File: src/rtl/dp_core.sv
// Multi-cycle register-file datapath: accept -> read -> execute -> writeback, one command per 4 cycles.
// Optional build macro DP_R0_ZERO_EN makes register 0 a constant zero.
module dp_core #(
  parameter int unsigned WIDTH = 16,
  parameter int unsigned NREGS = 16
) (
  input  logic                     clk,
  input  logic                     rst,
  input  logic                     cmd_valid,
  output logic                     cmd_ready,
  input  logic [3:0]               cmd_op,
  input  logic [$clog2(NREGS)-1:0] cmd_rd,
  input  logic [$clog2(NREGS)-1:0] cmd_ra,
  input  logic [$clog2(NREGS)-1:0] cmd_rb,
  input  logic [WIDTH-1:0]         cmd_imm,
  output logic                     res_valid,
  output logic [WIDTH-1:0]         res_data,
  output logic                     res_err,
  output logic [4:0]               flags,
  input  logic [$clog2(NREGS)-1:0] dbg_addr,
  output logic [WIDTH-1:0]         dbg_data
);

  localparam int unsigned AW  = $clog2(NREGS);
  localparam int unsigned Msb = WIDTH - 1;

  localparam logic [3:0] OpAdd   = 4'd0;
  localparam logic [3:0] OpSub   = 4'd1;
  localparam logic [3:0] OpAnd   = 4'd2;
  localparam logic [3:0] OpOr    = 4'd3;
  localparam logic [3:0] OpXor   = 4'd4;
  localparam logic [3:0] OpNot   = 4'd5;
  localparam logic [3:0] OpLsh   = 4'd6;
  localparam logic [3:0] OpRsh   = 4'd7;
  localparam logic [3:0] OpMov   = 4'd8;
  localparam logic [3:0] OpCmp   = 4'd9;
  localparam logic [3:0] OpLoadi = 4'd10;

  typedef enum logic [1:0] {StIdle, StRead, StExec, StWb} state_e;

  state_e            state_q;
  logic              ready_q;
  logic [3:0]        op_q;
  logic [AW-1:0]     rd_q, ra_q, rb_q;
  logic [WIDTH-1:0]  imm_q;
  logic [WIDTH-1:0]  a_q, b_q;
  logic [WIDTH-1:0]  alu_q;
  logic [4:0]        nflags_q;
  logic              err_q;
  logic              wr_q;
  logic [WIDTH-1:0]  regs_q [NREGS];
  logic              res_valid_q;
  logic [WIDTH-1:0]  res_data_q;
  logic              res_err_q;
  logic [4:0]        flags_q;

  // ALU on the operands latched in READ
  logic [WIDTH:0]   sum;
  logic [WIDTH-1:0] diff;
  logic [WIDTH-1:0] alu_res;
  logic [4:0]       alu_flags;
  logic             alu_c, alu_l, alu_f, alu_upd, alu_wr, alu_err;

  always_comb begin
    sum     = {1'b0, a_q} + {1'b0, b_q};
    diff    = a_q - b_q;
    alu_res = '0;
    alu_c   = 1'b0;
    alu_l   = 1'b0;
    alu_f   = 1'b0;
    alu_upd = 1'b1;
    alu_wr  = 1'b1;
    alu_err = 1'b0;
    case (op_q)
      OpAdd: begin
        alu_res = sum[WIDTH-1:0];
        alu_c   = sum[WIDTH];
        alu_f   = (a_q[Msb] == b_q[Msb]) && (alu_res[Msb] != a_q[Msb]);
      end
      OpSub, OpCmp: begin
        alu_res = diff;
        alu_c   = (a_q < b_q);
        alu_l   = (a_q < b_q);
        alu_f   = (a_q[Msb] != b_q[Msb]) && (diff[Msb] != a_q[Msb]);
        alu_wr  = (op_q == OpSub);
      end
      OpAnd: alu_res = a_q & b_q;
      OpOr:  alu_res = a_q | b_q;
      OpXor: alu_res = a_q ^ b_q;
      OpNot: alu_res = ~a_q;
      OpLsh: alu_res = {a_q[WIDTH-2:0], 1'b0};
      OpRsh: alu_res = {1'b0, a_q[WIDTH-1:1]};
      OpMov: begin
        alu_res = a_q;
        alu_upd = 1'b0;
      end
      OpLoadi: begin
        alu_res = imm_q;
        alu_upd = 1'b0;
      end
      default: begin
        alu_err = 1'b1;
        alu_wr  = 1'b0;
        alu_upd = 1'b0;
      end
    endcase
`ifdef DP_R0_ZERO_EN
    // R0 never gets written, so its reset value of zero is what every read sees
    if (rd_q == '0) alu_wr = 1'b0;
`endif
    alu_flags = alu_upd ? {alu_c, alu_l, alu_f, (alu_res == '0), alu_res[Msb]} : flags_q;
  end

  always_ff @(posedge clk or negedge rst) begin
    if (!rst) begin
      state_q     <= StIdle;
      ready_q     <= 1'b0;
      op_q        <= '0;
      rd_q        <= '0;
      ra_q        <= '0;
      rb_q        <= '0;
      imm_q       <= '0;
      a_q         <= '0;
      b_q         <= '0;
      alu_q       <= '0;
      nflags_q    <= '0;
      err_q       <= 1'b0;
      wr_q        <= 1'b0;
      res_valid_q <= 1'b0;
      res_data_q  <= '0;
      res_err_q   <= 1'b0;
      flags_q     <= '0;
      for (int i = 0; i < NREGS; i++) regs_q[i] <= '0;
    end else begin
      res_valid_q <= 1'b0;
      case (state_q)
        StIdle: begin
          if (ready_q && cmd_valid) begin
            op_q    <= cmd_op;
            rd_q    <= cmd_rd;
            ra_q    <= cmd_ra;
            rb_q    <= cmd_rb;
            imm_q   <= cmd_imm;
            ready_q <= 1'b0;
            state_q <= StRead;
          end else begin
            ready_q <= 1'b1;
          end
        end
        StRead: begin
          a_q     <= regs_q[ra_q];
          b_q     <= regs_q[rb_q];
          state_q <= StExec;
        end
        StExec: begin
          alu_q    <= alu_res;
          nflags_q <= alu_flags;
          err_q    <= alu_err;
          wr_q     <= alu_wr;
          state_q  <= StWb;
        end
        StWb: begin
          if (wr_q) regs_q[rd_q] <= alu_q;
          flags_q     <= nflags_q;
          res_data_q  <= alu_q;
          res_err_q   <= err_q;
          res_valid_q <= 1'b1;
          ready_q     <= 1'b1;
          state_q     <= StIdle;
        end
        default: state_q <= StIdle;
      endcase
    end
  end

  assign cmd_ready = ready_q;
  assign res_valid = res_valid_q;
  assign res_data  = res_data_q;
  assign res_err   = res_err_q;
  assign flags     = flags_q;
  assign dbg_data  = regs_q[dbg_addr];

endmodule

File: config.mk
export PLATFORM = sky130hd
export DESIGN_NAME = dp_core
export DESIGN_NICKNAME = d
export VERILOG_FILES = /design/src/rtl/dp_core.sv
export SDC_FILE = /design/constraint.sdc
export NUM_CORES = 1
export LEC_CHECK = 0
export BUFFER_PORTS_ARGS = -buffer_cell sky130_fd_sc_hd__buf_4
export CORE_MARGIN = 1.5
export CORE_UTILIZATION = 26
export CTS_CLUSTER_SIZE = 14
export DETAILED_ROUTE_END_ITERATION = 8
export SETUP_SLACK_MARGIN = 0.05
export SLEW_MARGIN = 30
export SYNTH_ARGS = -nofsm -noshare
export SYNTH_HDL_FRONTEND = slang
export SYNTH_SLANG_ARGS = --single-unit
File: constraint.sdc
create_clock -name clk -period 3.4 [get_ports clk]
set_clock_uncertainty 0.1 [all_clocks]
set_input_delay 0.17 -clock clk [delete_from_list [all_inputs] [get_ports clk]]
set_output_delay 0.17 -clock clk [all_outputs]
set_load 0.05 [all_outputs]
# Yosys cells after proc, flatten, opt, wreduce, memory -nomap -nowiden
# Cells that the tools add are included.
word_totals:
  ff_bits: 369
  input_bits: 39
  out_inout_bits: 40
  wordCells: 106
classes:
  add_sub_neg: 2
  magnitude_cmp: 6
  n_eq_ne: 18
  mux: 25
  bitwise_logic: 8
  n_reduce_logical: 14
op_table:
  columns: ["cell", "count"]
  rows:
  - ["$bwmux W256", 1]
  - ["$bmux W16 S4", 3]
  - ["$pmux W16 S10", 1]
  - ["$mux W16", 7]
  - ["$demux W16 S4", 1]
  - ["$ge A5 B5 Y1 const B", 4]
  - ["$not A4 Y5", 4]
  - ["$reduce_or A9 Y1", 2]
  - ["$add A16 B16 Y17", 1]
  - ["$and A16 B16 Y16", 1]
  - ["$eq A4 B3 Y1 const B", 4]
  - ["$logic_not A16 Y1", 1]
  - ["$lt A16 B16 Y1", 1]
  - ["$not A16 Y16", 1]
  - ["$or A16 B16 Y16", 1]
  - ["$sub A16 B16 Y16", 1]
  - ["$xor A16 B16 Y16", 1]
  - ["$eq A4 B4 Y1 const B", 3]
  - ["$reduce_or A11 Y1", 1]
  - ["$eq A4 B2 Y1 const B", 2]
  - ["$pmux W1 S2", 4]
  - ["$pmux W2 S4", 1]
  - ["$lt A5 B1 Y1 const B", 1]
  - ["$mux W1", 5]
  - ["14 further kinds", 21]

# Longest topological paths before layout
logic_depth:
  word_depth: 6
  ltp_mapped: 13
  depth_no_buf: 13

# Worst setup path before layout
# OpenSTA, ideal clock, no wires.
synth_timing:
  path_type: "register to register"
  start: "register a_q[0]"
  end: "register nflags_q[1]"
  setup_ns: 0.092
  t_arrival_ns: 3.028
  required_ns: 3.208
  path_slack_ns: 0.180
  stages_incl_launch_ff: 14
  n_path_buf: 0
  synth_period_minus_slack_ns: 3.220
  cell_sequence: "dfrtp_1 inv_1 ha_1 inv_1 fa_1 nor2b_1 o211ai_1 a211oi_1 o31a_1 a31o_2 a211oi_2 o2111ai_1 or4b_1 o31ai_2"
synth_via:
  elab_chain_len: 4
  elab_cells_between_ends: 9
synth_lines:
  columns: ["element", "line", "source"]
  rows:
  - ["from (decl)", "46", "logic [WIDTH-1:0] a_q, b_q;"]
  - ["from (signal assigned)", "151", "a_q <= regs_q[ra_q];"]
  - ["$sub A16 B16 Y16 (tied with other cells)", "66", "diff = a_q - b_q;"]
  - ["$pmux W16 S10 (*)", "74", "case (op_q)"]
  - ["$logic_not A16 Y1 (*)", "111", "alu_flags = alu_upd ? {alu_c, alu_l, alu_f, (alu_res == '0), alu_res[Msb]} : flags_q;"]
  - ["$mux W5 (*)", "111", null]
  - ["to (signal assigned)", "157", "nflags_q <= alu_flags;"]
  - ["to (decl)", "48", "logic [4:0] nflags_q;"]
# Every way passes the cells marked *; elsewhere a longest branch is shown, timed or not.
# A chain may end at the register's enable or synchronous reset.

# Worst setup path in the final report
layout_timing:
  start: "register b_q[0]"
  end: "register nflags_q[1]"
layout_via:
  elab_chain_len: 4
  elab_cells_between_ends: 8
layout_lines:
  columns: ["element", "line", "source"]
  rows:
  - ["from (decl)", "46", null]
  - ["from (signal assigned)", "152", "b_q <= regs_q[rb_q];"]
  - ["$sub A16 B16 Y16 (tied with other cells)", "66", null]
  - ["$pmux W16 S10 (*)", "74", null]
  - ["$logic_not A16 Y1 (*)", "111", null]
  - ["$mux W5 (*)", "111", null]
# Marks and branches as above.

==> flow_summary.toml <==
[worst_hold_path]
hold_path_class = "in2async"

[pwr]
swShare = 0.413
vdd.ir_drop.worst_mv = 0.549
p_leak_nw = 11.8
power_frac_comb = 0.510
clkPwrFrac = 0.180
internal_power_mw = 15.8
p_seq_frac = 0.311
power-per-cell-area_mw_per_mm2 = 959
p_sw_mw = 11.1

[sta]
tightest_slew_ns = 1.00
maxSlewHeadroom = 0.322
rsz0062_at_grt = "yes"
setup_slack_ns = -0.00957
hold_viol = 0
max_freq_ghz = 0.293
setup_viol = 1
hold_slack_ns = 0.122
period_share = 1.00
fin_crit_ns = 3.41
maxSlewViolCount = 0

[placed_design]
globalplace.congestion = 0.912
place_hpwl_um = 52500
dpl_worst_slack_ns = -0.0714
dp_cells = 2967
place_area_mm2 = 0.0259
io_buffer_count = 78

[floorplan]
die_x_um = 300
num_rows = 108
die-area_mm2 = 0.0900
initial_core_util = 0.264
core_mm2 = 0.0870
die_h_um = 300
ios = 79

[run_status]
failed_checks = "setup timing"
status = "complete, but fails checks"

[worst_setup_path]
crit_family = "simple AND/OR/NAND/NOR gates"
cp_num_buf_inv = 2
cp_cell_sequence = "ha_2 > inv_2 > fa_2 > buf_6 > a221o_1 > a32oi_1 > o211ai_1 > nor4bb_2 > and4_1 > nand4_1 > or4b_4 > o31ai_2"
slowest_stage = "or4b_4"
cpPeakStageDelay_ns = 0.52
critPathCaptureType = "flop"
path_class = "reg2reg"
cp.arrival_ns = 3.81
crit_fanout = 3
required_ns = 3.80
start_kind = "flop"

[global_routing]
grt_start_max_net_pins = 86
globalRouteTotalUtil = 0.167
antenna_found_initial = 1
gr-total-overflow = 0
grt_pass1_wl_um = 114000
grt_pass1_vias = 17300

[drt]
ant_nets = 0
drc_errors = 0
drt_pre_antenna_iters = 5
first_iter_violations = 1266
via_per_inst = 5.35
wl_per_cell_um = 24.4
wirelength_um = 75400
vias = 16500

[logic_synthesis]
yosysWarnings = 0
syn_nets = 1796
syn_area_mm2 = 0.0229
yosys_most_used_dff = "dfrtp_1"
synth_cell_types = 90
ys_ff_latch = 369
synth_edf_count = 0
synth_cells = 1699
synthArstFlopShare = 1.00
synth-seq-area-share = 0.403
synth.avg_cell_area_um2 = 13.5

[cts]
root_buffer = "clkbuf_16"
cts_buffers = 42
clkTransAtPathRegs_ns = 0.06
clk_path_buf_depth = 3
h-tree-depth = 2
cts_tree = "built"
clock_latency_ns = 0.60
cts_num_sinks = 369

[finish]
num_antenna_cells = 0
final_area_mm2 = 0.0280
nets = 2002
area_delta_synth_final_pct = 22.1
post_layout_nonfiller_instances = 3093
drive_gt1_frac = 0.505
fin_util = 0.322

[run]
drv_cap = 0
## synth_stat cells, types with 9 or more instances
| cell type | count | share of area |
|---|---|---|
| mux4_2 | 240 | 0.24 |
| nand3_1 | 10 | 0.0022 |
| buf_1 | 29 | 0.0047 |
| o221ai_1 | 9 | 0.0034 |
| inv_1 | 54 | 0.0088 |
| o21ai_0 | 64 | 0.014 |
| nor3_1 | 17 | 0.0037 |
| clkbuf_1 | 90 | 0.015 |
| nor2b_1 | 12 | 0.0033 |
| nand2_1 | 68 | 0.011 |
| buf_6 | 11 | 0.0054 |
| ha_1 | 56 | 0.031 |
| a211oi_1 | 12 | 0.0039 |
| o211ai_1 | 9 | 0.0029 |
| mux2_2 | 318 | 0.16 |
| mux2i_1 | 12 | 0.0052 |
| dfrtp_1 | 369 | 0.40 |
| nor2_1 | 74 | 0.012 |
| a21oi_1 | 69 | 0.015 |
## path summary, 6_finish.rpt
path	depth (start not counted)	slack, ns	startpoint	endpoint
setup / recovery	12	-0.01	b_q[0]	nflags_q[1]
hold / removal	2	0.12	rst	regs_q[36]
setup reg to reg	12	-0.01	b_q[0]	nflags_q[1]
hold reg to reg	1	0.41	res_data[11]	res_data[11]
max in group asynchronous	3	2.07	rst	regs_q[254]
min in group clk	3	0.24	cmd_rb[0]	rb_q[0]
## layer usage
layer | part of all wire | global-route usage | vias up
li1 | - | - | 7007
met1 | 0.44 | 0.232 | 8775
met2 | 0.47 | 0.266 | 640
met3 | 0.064 | 0.0282 | 112
met4 | 0.027 | 0.0517 | 0
met5 | 0 | 0 | -
## final cells by class
| type | instances | area, um^2 |
|---|---|---|
| fill | 8606 | 59000 |
| multi-input combinational | 1131 | 13100 |
| sequential | 369 | 9250 |
| timing repair buffer | 306 | 2600 |
| tap | 1155 | 1450 |
| clock buffer | 50 | 1130 |
| clock inverter | 27 | 337 |
| inverter | 55 | 206 |
## cells in the final DEF (no fill, tap or decap), drive strengths merged, types with 34 or more instances in the layout
cell type	netlist	routed
o21ai	65	65
nor2	74	74
buf	53	272
ha	56	56
nand2	68	68
dlygate4sd3	0	34
mux2	320	320
mux4	240	240
clkbuf	90	50
dfrtp	369	369
a21oi	70	70
inv	55	57
## logic make-up (layout without fill, tap and decap cells)
family / count (synthesis) / in the layout / synth area share
multiplexers: 572 / 572 / 0.398
AO/OA/AOI/OAI: 258 / 258 / 0.0752
XOR/XNOR: 3 / 3 / 0.00115
AND/OR/NAND/NOR: 240 / 240 / 0.0527
buffers and inverters: 199 / 438 / 0.0378
adder cells (fa/ha/maj): 58 / 58 / 0.0323
flip-flops: 369 / 369 / 0.403
## timing repair
| item | CTS | global route |
|---|---|---|
| pin swaps | 6 | 8 |
| setup endpoints to repair | 1 | 7 |
| endpoints found under the hold margin | 112 | 0 |
| gates resized for setup | 9 | 31 |
| buffers inserted | 14 | 2 |
| hold buffers | 34 | 0 |
## power by group through the flow
stage / logic [mW] / clock network, mW / registers (mW)
final: 13.7 / 4.83 / 8.35
after global routing: 14.5 / 5.13 / 8.63
after CTS: 13.5 / 4.95 / 8.28
after detailed placement: 13.1 / 0 / 8.35
after global placement: 13.1 / 0 / 8.16
after floorplan: 8.80 / 0 / 7.55
## metrics by stage
stage / total power, mW / TNS (ns)
finish: 26.9 / -0.00957
global route: 28.3 / -0.151
detailed placement: 21.5 / -0.0714
global placement: 21.2 / -0.0377
CTS: 26.7 / 0
floorplan: 16.4 / 0
## state kept, by name, summed over array words and instances (netlist names), 2 cells and up
signal	flops
flags	5
state_q	2
rd_q	4
ra_q	4
op_q	4
nflags_q	5
regs_q	256
a_q	16
res_data	16
rb_q	4
alu_q	16
imm_q	16
b_q	16
No activity file was read; power rests on OpenSTA's default activity.
